File: config.mk
export PLATFORM = sky130hd
export DESIGN_NAME = hdmi_row_fetch
export DESIGN_NICKNAME = d
export VERILOG_FILES = /design/src/rtl/hdmi_row_fetch_pkg.sv /design/src/rtl/hdmi_row_fetch_timing.sv /design/src/rtl/hdmi_row_fetch.sv
export SDC_FILE = /design/constraint.sdc
export NUM_CORES = 1
export LEC_CHECK = 0
export CAP_MARGIN = 0
export CORE_MARGIN = 4
export CORE_UTILIZATION = 45
export DETAILED_ROUTE_END_ITERATION = 16
export GPL_TIMING_DRIVEN = 0
export PLACE_DENSITY = 0.86
export SYNTH_ARGS = -nofsm -noshare
export SYNTH_HDL_FRONTEND = slang
export SYNTH_SLANG_ARGS = --single-unit
File: constraint.sdc
create_clock -name clk -period 3.3 [get_ports clk]
set_clock_uncertainty 0.2 [all_clocks]
set_input_delay 0.825 -clock clk [delete_from_list [all_inputs] [get_ports clk]]
set_output_delay 0.825 -clock clk [all_outputs]
set_load 0.05 [all_outputs]
File: src/rtl/hdmi_row_fetch_pkg.sv
// Shared video timing defaults, game geometry and pixel types for the HDMI row fetch path.
// Latency: none (declarations only).
// Backpressure: none (declarations only).
package hdmi_pkg;

    localparam int H_ACTIVE = 640;
    localparam int H_FP     = 16;
    localparam int H_SYNC   = 96;
    localparam int H_BP     = 48;
    localparam int H_TOTAL  = H_ACTIVE + H_FP + H_SYNC + H_BP;

    localparam int V_ACTIVE = 480;
    localparam int V_FP     = 10;
    localparam int V_SYNC   = 2;
    localparam int V_BP     = 33;
    localparam int V_TOTAL  = V_ACTIVE + V_FP + V_SYNC + V_BP;

    localparam int GAME_W = 320;
    localparam int GAME_H = 240;

    typedef logic [23:0] rgb_t;

    typedef struct packed {
        logic [5:0] palette;
        logic [3:0] color;
    } rowram_entry_t;

    // Colour of each of the eight test-pattern bars, left to right.
    function automatic rgb_t bar_color(input logic [2:0] idx);
        case (idx)
            3'd0:    bar_color = 24'hFFFFFF;
            3'd1:    bar_color = 24'hFFFF00;
            3'd2:    bar_color = 24'h00FFFF;
            3'd3:    bar_color = 24'h00FF00;
            3'd4:    bar_color = 24'hFF00FF;
            3'd5:    bar_color = 24'hFF0000;
            3'd6:    bar_color = 24'h0000FF;
            default: bar_color = 24'h000000;
        endcase
    endfunction

endpackage

File: src/rtl/hdmi_row_fetch_timing.sv
// Free-running 640x480 raster counters with raw (undelayed) sync, active and frame-start flags.
// Latency: flags are combinational from the counter registers.
// Backpressure: none; the pixel clock always advances the raster.
module video_timing_gen #(
    parameter int H_ACTIVE = hdmi_pkg::H_ACTIVE,
    parameter int H_FP     = hdmi_pkg::H_FP,
    parameter int H_SYNC   = hdmi_pkg::H_SYNC,
    parameter int H_BP     = hdmi_pkg::H_BP,
    parameter int V_ACTIVE = hdmi_pkg::V_ACTIVE,
    parameter int V_FP     = hdmi_pkg::V_FP,
    parameter int V_SYNC   = hdmi_pkg::V_SYNC,
    parameter int V_BP     = hdmi_pkg::V_BP
) (
    input  logic       clk,
    input  logic       rst_n,
    output logic [9:0] hcnt,
    output logic [9:0] vcnt,
    output logic       hsync_n,
    output logic       vsync_n,
    output logic       active,
    output logic       frame_start
);
    import hdmi_pkg::*;

    localparam logic [9:0] H_ACT = 10'(H_ACTIVE);
    localparam logic [9:0] H_LST = 10'(H_ACTIVE + H_FP + H_SYNC + H_BP - 1);
    localparam logic [9:0] HS_B  = 10'(H_ACTIVE + H_FP);
    localparam logic [9:0] HS_E  = 10'(H_ACTIVE + H_FP + H_SYNC);
    localparam logic [9:0] V_ACT = 10'(V_ACTIVE);
    localparam logic [9:0] V_LST = 10'(V_ACTIVE + V_FP + V_SYNC + V_BP - 1);
    localparam logic [9:0] VS_B  = 10'(V_ACTIVE + V_FP);
    localparam logic [9:0] VS_E  = 10'(V_ACTIVE + V_FP + V_SYNC);

    // Raster position; reset parks on the last line so the first frame is preceded by one full line.
    always_ff @(posedge clk or negedge rst_n) begin
        if (!rst_n) begin
            hcnt <= '0;
            vcnt <= V_LST;
        end else if (hcnt == H_LST) begin
            hcnt <= '0;
            vcnt <= (vcnt == V_LST) ? 10'd0 : vcnt + 10'd1;
        end else begin
            hcnt <= hcnt + 10'd1;
        end
    end

    // Raw flags decoded straight from the counters.
    always_comb begin
        hsync_n     = !((hcnt >= HS_B) && (hcnt < HS_E));
        vsync_n     = !((vcnt >= VS_B) && (vcnt < VS_E));
        active      = (hcnt < H_ACT) && (vcnt < V_ACT);
        frame_start = (hcnt == 10'd0) && (vcnt == 10'd0);
    end

endmodule

File: src/rtl/hdmi_row_fetch.sv
// Display side of the PPU row RAM: raster timing, 2x2 pixel doubling, palette lookup, row-swap handshake.
// Latency: 3 clocks from raster counters to vid_*; HDMI_ROW_FETCH_TESTPAT_EN adds a colour-bar override input.
// Backpressure: none; the sink must accept one pixel per clock and the RAMs must answer with 1-cycle latency.
module hdmi_row_fetch #(
    parameter int H_ACTIVE = hdmi_pkg::H_ACTIVE,
    parameter int H_FP     = hdmi_pkg::H_FP,
    parameter int H_SYNC   = hdmi_pkg::H_SYNC,
    parameter int H_BP     = hdmi_pkg::H_BP,
    parameter int V_ACTIVE = hdmi_pkg::V_ACTIVE,
    parameter int V_FP     = hdmi_pkg::V_FP,
    parameter int V_SYNC   = hdmi_pkg::V_SYNC,
    parameter int V_BP     = hdmi_pkg::V_BP
) (
    input  logic        clk,
    input  logic        rst_n,
`ifdef HDMI_ROW_FETCH_TESTPAT_EN
    input  logic        testpat_en,
`endif
    output logic [8:0]  hdmi_rowram_rdaddr,
    input  logic [9:0]  hdmi_rowram_rddata,
    output logic [8:0]  hdmi_palram_rdaddr,
    input  logic [63:0] hdmi_palram_rddata,
    output logic        rowram_swap,
    output logic [7:0]  next_row,
    output logic        frame_start,
    output logic [23:0] vid_rgb,
    output logic        vid_hsync,
    output logic        vid_vsync,
    output logic        vid_de
);
    import hdmi_pkg::*;

    localparam logic [9:0] H_ACT  = 10'(H_ACTIVE);
    localparam logic [9:0] H_SWP  = 10'(H_ACTIVE - 1);
    localparam logic [9:0] V_LACT = 10'(V_ACTIVE - 1);
    localparam logic [9:0] V_LST  = 10'(V_ACTIVE + V_FP + V_SYNC + V_BP - 1);
    localparam logic [9:0] ROWS   = 10'(V_ACTIVE / 2);

    logic [9:0]    hcnt, vcnt;
    logic          hsync_raw, vsync_raw, active_raw, fs_raw;
    rowram_entry_t ent;
    logic [2:0]    de_sr, hs_sr, vs_sr, fs_sr;
    logic          half_q1, half_q2;
    logic          swap_due;
    logic [9:0]    row_odd, row_nxt;
    rgb_t          pal_rgb;
    logic          unused_bits;

    video_timing_gen #(
        .H_ACTIVE(H_ACTIVE), .H_FP(H_FP), .H_SYNC(H_SYNC), .H_BP(H_BP),
        .V_ACTIVE(V_ACTIVE), .V_FP(V_FP), .V_SYNC(V_SYNC), .V_BP(V_BP)
    ) u_timing (
        .clk        (clk),
        .rst_n      (rst_n),
        .hcnt       (hcnt),
        .vcnt       (vcnt),
        .hsync_n    (hsync_raw),
        .vsync_n    (vsync_raw),
        .active     (active_raw),
        .frame_start(fs_raw)
    );

    // Stage 0: each game column is shown on two consecutive pixel clocks.
    assign hdmi_rowram_rdaddr = (hcnt < H_ACT) ? hcnt[9:1] : 9'd0;
    assign ent                = rowram_entry_t'(hdmi_rowram_rddata);
    assign unused_bits        = ^{hdmi_palram_rddata[63:56], hdmi_palram_rddata[31:24]};

    // Stages 1-2: palette word address plus the even/odd half-select, and the 3-deep control delay.
    always_ff @(posedge clk or negedge rst_n) begin
        if (!rst_n) begin
            hdmi_palram_rdaddr <= '0;
            half_q1            <= 1'b0;
            half_q2            <= 1'b0;
            de_sr              <= '0;
            hs_sr              <= '1;
            vs_sr              <= '1;
            fs_sr              <= '0;
        end else begin
            hdmi_palram_rdaddr <= {ent.palette, ent.color[3:1]};
            half_q1            <= ent.color[0];
            half_q2            <= half_q1;
            de_sr              <= {de_sr[1:0], active_raw};
            hs_sr              <= {hs_sr[1:0], hsync_raw};
            vs_sr              <= {vs_sr[1:0], vsync_raw};
            fs_sr              <= {fs_sr[1:0], fs_raw};
        end
    end

    assign vid_de      = de_sr[2];
    assign vid_hsync   = hs_sr[2];
    assign vid_vsync   = vs_sr[2];
    assign frame_start = fs_sr[2];

    // Which row the PPU composes next: pre-frame line hands over row 1, each second copy of row r hands over r+2.
    always_comb begin
        swap_due = 1'b0;
        row_odd  = {1'b0, vcnt[9:1]} + 10'd2;
        row_nxt  = '0;
        if (vcnt == V_LST) begin
            swap_due = 1'b1;
            row_nxt  = 10'd1;
        end else if (vcnt[0] && (vcnt < V_LACT)) begin
            swap_due = 1'b1;
            row_nxt  = (row_odd >= ROWS) ? 10'd0 : row_odd;
        end
    end

    // Registered one clock early so the pulse and the new row both appear while hcnt == H_ACTIVE.
    always_ff @(posedge clk or negedge rst_n) begin
        if (!rst_n) begin
            rowram_swap <= 1'b0;
            next_row    <= '0;
        end else begin
            rowram_swap <= (hcnt == H_SWP) && swap_due;
            if ((hcnt == H_SWP) && swap_due) begin
                next_row <= row_nxt[7:0];
            end
        end
    end

    assign pal_rgb = half_q2 ? hdmi_palram_rddata[55:32] : hdmi_palram_rddata[23:0];

`ifdef HDMI_ROW_FETCH_TESTPAT_EN
    localparam logic [9:0] BAR_W = 10'(H_ACTIVE / 8);

    logic [2:0] bar_d1, bar_d2, bar_d3;
    logic [2:0] tp_sr;

    // Bar index and enable ride the same 3-clock delay as the palette path.
    always_ff @(posedge clk or negedge rst_n) begin
        if (!rst_n) begin
            bar_d1 <= '0;
            bar_d2 <= '0;
            bar_d3 <= '0;
            tp_sr  <= '0;
        end else begin
            bar_d1 <= 3'(hcnt / BAR_W);
            bar_d2 <= bar_d1;
            bar_d3 <= bar_d2;
            tp_sr  <= {tp_sr[1:0], testpat_en};
        end
    end

    // Output colour: blank outside the active area, bars override the palette when enabled.
    always_comb begin
        vid_rgb = '0;
        if (vid_de) begin
            vid_rgb = tp_sr[2] ? bar_color(bar_d3) : pal_rgb;
        end
    end
`else
    // Output colour: blank outside the active area.
    always_comb begin
        vid_rgb = '0;
        if (vid_de) begin
            vid_rgb = pal_rgb;
        end
    end
`endif

endmodule

**Word level (Yosys, flattened, before mapping)**

Index checks and enable logic that the tools add are counted.

- Flip-flop bits (word level): 52
- Input port bits: 76
- Word-level logic and storage cells: 45
- Output and inout bits: 55

- Order comparisons: 8
- Add/subtract/negate cells: 3
- Eq/ne operators: 3
- Reduce and logical (&&, ||, !) cells: 10
- Multiplexer cells: 10

Operators by type and width:

| cell | number |
|---|---|
| $mux 24 | 2 |
| $eq 10x10->1 const B | 3 |
| $lt 10x9->1 const B | 3 |
| $mux 8 | 3 |
| $add 10x1->10 const B | 2 |
| $logic_not 10->1 | 2 |
| $lt 10x10->1 const B | 2 |
| $mux 10 | 2 |
| $add 9x2->10 const B | 1 |
| $ge 10x10->1 const B | 1 |
| $ge 10x8->1 const B | 1 |
| $ge 10x9->1 const B | 1 |
| $mux 9 | 1 |
| $logic_and 1x1->1 | 6 |
| $logic_not 1->1 | 2 |
| $mux 1 | 2 |

**Logic depth before layout (Yosys ltp)**

- Depth after elaboration: 5
- Gate-level depth with buffers: 7
- Mapped depth without buffers: 6

**By module**

From an unflattened synthesis, not the netlist that was laid out.

- Cells, all modules: 266
- Area total of the unflattened synthesis: 2803.9 sq um

By module, submodules not included:

| module | times used | cells an instance | area an instance (sq um) | seq. area each (sq um) |
|---|---|---|---|---|
| hdmi_row_fetch | 1 | 155 | 1716.6 | 808.3 |
| video_timing_gen | 1 | 111 | 1087.3 | 504.2 |

**Least setup slack after synthesis**

Ideal clock, no wire load.

- Path type: register -> register
- Start: register u_timing.hcnt[7]
- End: register next_row[0]
- Path buffers: 2
- Library setup time: 0.080 ns
- Cell stages (with the launch flop): 7
- Setup slack: 0.548 ns
- Data required time: 3.020 ns
- Arrival time: 2.472 ns
- Period minus slack after synthesis: 2.752 ns
- Cell sequence: dfrtp_1 > buf_8 > nor3b_1 > and3_1 > o21a_1 > buf_2 > a2bb2oi_1

- Word-level cells in the longest chain between the ends: 2

RTL lines:

| item | line | RTL |
|---|---|---|
| start, declared | hdmi_row_fetch_timing.sv:16 | `output logic [9:0] hcnt,` |
| start signal, assigned | hdmi_row_fetch_timing.sv:43 | `hcnt <= hcnt + 10'd1;` |
| $eq 10x10->1 | hdmi_row_fetch.sv:115 | `if ((hcnt == H_SWP) && swap_due) begin` |
| $logic_and 1x1->1 | hdmi_row_fetch.sv:115 |  |
| end signal, assigned | hdmi_row_fetch.sv:116 | `next_row <= row_nxt[7:0];` |
| end, declared | hdmi_row_fetch.sv:24 | `output logic [7:0] next_row,` |

Every way passes these cells.
A chain may end at the register's enable or synchronous reset.

**Final worst setup path**

- Start: register half_q2
- End: output port vid_rgb[5]

- Word-level cells in the longest chain between the ends: 2

RTL lines:

| item | line | RTL |
|---|---|---|
| start, declared | hdmi_row_fetch.sv:43 | `logic half_q1, half_q2;` |
| start signal, assigned | hdmi_row_fetch.sv:81 | `half_q2 <= half_q1;` |
| $mux 24 | hdmi_row_fetch.sv:121 | `assign pal_rgb = half_q2 ? hdmi_palram_rddata[55:32] : hdmi_palram_rddata[23:0];` |
| $mux 24 | hdmi_row_fetch.sv:155 | `if (vid_de) begin` |
| end, declared | hdmi_row_fetch.sv:26 | `output logic [23:0] vid_rgb,` |

Every way passes these cells.

==> impl_results.md <==
- Antenna diodes: 0
- Drc violations: 0
- Fraction of layout cells with a size suffix above 1: 10.7%
- Buffers on Ports: 114
- Largest net degree at the start of global routing: 37
- WL/cell: 15.8 microns
- Max Freq: 323 MHz
- Die Y: 87.3 microns
- Final #Nets: 474
- Detailed Routing Iterations Pass 1: 4
- Root Buffer: clkbuf_8
- Met2 Use GR: 33.4%
- Mapped Cells: 268
- RSZ-0062 raised after global routing: false
- Synth cell types: 52
- Number of top-level pins: 131
- Seq/Total Area, Yosys: 46.4%
- Setup CP Type: reg -> out
- EDFF count, synth: 0
- Worst path slowest cell: dlygate4sd2_1
- Standard-cell row count: 28
- DRT iter0 DRCs: 106
- Post-Syn Nets: 352
- Final WS setup: 0.200 ns
- CP max FO: 10
- Place WS: -0.0661 ns
- Peak supply drop: 0.253 mV
- Initial core utilization: 47.2%
- Finished Cell Area: 0.00414 sq mm
- Post-synthesis mux area share: 9.21%
- Adder-Cell Fraction of Synth Area: 3.54%
- Pint: 0.908 mW
- GR Util met3: 5.11%
- Main combinational cell family by area after synthesis: simple AND/OR/NAND/NOR gates
- CORE AREA: 0.00599 sq mm
- WHS: 0.155 ns
- Count of buffer and inverter cells on the critical path: 3
- Deepest clock path buffer count: 2
- Initial antenna violation count: 0
- Async set-or-reset flop fraction in the synthesized netlist: 100%
- Critical path arrival: 2.08 ns
- Most Used Layer, Global Route: met2
- Worst Path Required: 2.27 ns
- Total CTS buffers: 5
- Global Route Usage Sum: 19.2%
- Post-DP Area: 0.00408 sq mm
- First-pass GRT wire length: 11600 microns
- Slew HR: 63.9%
- Die area: 0.00761 sq mm
- Compound-Gate Fraction of Synth Area: 8.68%
- Sequential Power Share: 50.7%
- Sw frac: 28.7%
- Final setup violation count: 0
- Xor/xnor share of the synthesized area: 4.34%
- Drt total wl: 7340 microns
- Ordered list of cells on the worst path: clkbuf_1 -> buf_2 -> mux2i_1 -> nor2b_1 -> dlygate4sd2_1
- Mapped Avg Cell Area: 10.5 sq um
- Worst setup SP type: register
- Post-route ant nets: 0
- Die Width: 87.3 microns
- Yosys warnings: 0
- Yosys reg bits: 52
- Maxcap violations: 0
- Number of global-route vias before repair: 2403
- RD Place Congestion: 0.892
- Simple-gate area share of the yosys netlist: 22.0%
- Cell total after placement: 458
- Met1 GRT Util: 23.9%
- Synthesis-to-finish area growth: 46.6%
- Part of the power in combinational logic: 21.0%
- Min Tclk post-route: 3.10 ns
- CTS tree: done
- Worst setup EP type: output pin
- Slew Limit Fails: 0
- Worst Tran Pin Value: 0.538 ns
- Leakage: 1.86 nW
- Non-Filler Instances: 466
- Clock power frac: 28.2%
- Worst min path class: reg -> reg
- Switch Pwr: 0.365 mW
- Final setup TNS: 0 ns
- # clock sinks: 52
- DP HPWL: 5820 microns
- Post-CTS setup buffers: 0
- CP top delay family: buffers and inverters
- Vias/cell: 5.24
- Vias: 2443
- Slowest Stage Delay on Critical Path: 0.56 ns
- Clock-pin slew on the worst setup and hold paths: 0.09 ns
- Status: finished clean
- Post-Syn Area: 0.00283 sq mm
- Clk_lat worst skew: 0.30 ns
- H-tree Lvls: 2
- Tcrit/Tclk final: 93.9%
- Global route overflow: 0
- P per Cell Area: 307 mW/mm^2
- Top FF cell, synth: dfrtp_1
- Final hold vios: 0
==> cells by family (layout without fill, tap and decap cells) <==
kind of cell	count (synthesis)	count (layout)
mux	26	26
compound gates	33	33
xor+xnor	14	14
flops	52	52
buf+inv	34	157
fa+ha+maj	8	8
simple gates	101	101
==> layout make-up <==
class / instances / area, sq um
Clock inverter: 2 / 16.3
Inverter: 16 / 60.1
Buffer: 18 / 105
Clock buffer: 6 / 72.6
Sequential cell: 52 / 1310
Timing Repair Buffer: 115 / 1130
Fill cell: 486 / 1850
Tap cell: 75 / 93.8
Multi-Input combinational cell: 182 / 1350
==> power groups by stage <==
stage | combinational [mW] | clock (mW) | sequential (mW)
after floorplan | 0.119 | 0 | 0.679
after global placement | 0.283 | 0 | 0.658
after detailed placement | 0.288 | 0 | 0.658
after CTS | 0.271 | 0.373 | 0.646
after global routing | 0.283 | 0.397 | 0.646
final | 0.268 | 0.359 | 0.646
==> cells in the mapped netlist, types with 7 or more instances <==
cell	count	area share (%)
buf_2	9	1.6
dfrtp_1	43	38
dfstp_2	9	8.4
ha_1	8	3.5
inv_1	16	2.1
mux2i_1	26	9.2
nand2_1	12	1.6
nand3_1	12	2.1
nor2_1	10	1.3
nor2b_1	27	6.0
xnor2_1	7	2.2
xor2_1	7	2.2
==> metrics by stage <==
| step | util [%] | total power, mW |
|---|---|---|
| finish | 69.2 | 1.27 |
| global placement | 67.8 | 0.940 |
| global route | 69.2 | 1.33 |
| floorplan | - | 0.798 |
| CTS | 69.0 | 1.29 |
| detailed placement | 68.0 | 0.945 |
==> final timing paths <==
path,endpoint,start,cells past startpoint,slack [ns]
setup / recovery,vid_rgb[5],half_q2$_DFF_PN0_,5,0.20
hold / removal,de_sr[2]$_DFF_PN0_,de_sr[1]$_DFF_PN0_,0,0.16
setup reg to reg,next_row[0]$_DFFE_PN0P_,u_timing.vcnt[0]$_DFFE_PN0N_,7,1.11
hold reg to reg,de_sr[2]$_DFF_PN0_,de_sr[1]$_DFF_PN0_,0,0.16
max in group asynchronous,hs_sr[0]$_DFF_PN1_,rst_n,2,2.08
min in group asynchronous,next_row[7]$_DFFE_PN0P_,rst_n,1,0.24
==> metal layers <==
metal	vias to the layer above	share of wire, %
met5	-	0
met4	0	0.90
met3	6	9.8
met2	102	49
met1	1163	41
li1	1172	-
==> cells in the final DEF (no fill, tap or decap), drive strengths merged, types with 3 or more instances in the layout <==
master,instances
buf,15
nor4b,4
nand3,12
xnor2,7
mux2i,26
dlymetal6s2s,4
or4,3
dlygate4sd2,26
a21boi,3
and2,6
clkbuf,11
dfstp,9
ha,8
o21ai,8
nand2,12
xor2,7
nor2b,27
clkdlybuf4s50,83
and3,5
nor2,10
inv,16
nor3,6
o32ai,6
dfrtp,43
nand4,7
==> repair_timing <==
item / in CTS / in global routing
setup endpoints to repair: 26 / 4
gates cloned: 0 / 0
resized for setup: 26 / 4
hold buffers: 0 / 0
==> flip-flops by register name, summed over array words and instances, names as in the netlist <==
name and flops:
de_sr 3, vs_sr 3, next_row 8, u_timing.hcnt 10
half_q2 1, u_timing.vcnt 10, hdmi_palram_rdaddr 9, hs_sr 3
fs_sr 3, half_q1 1, rowram_swap 1
No activity file was read; power rests on OpenSTA's default activity.
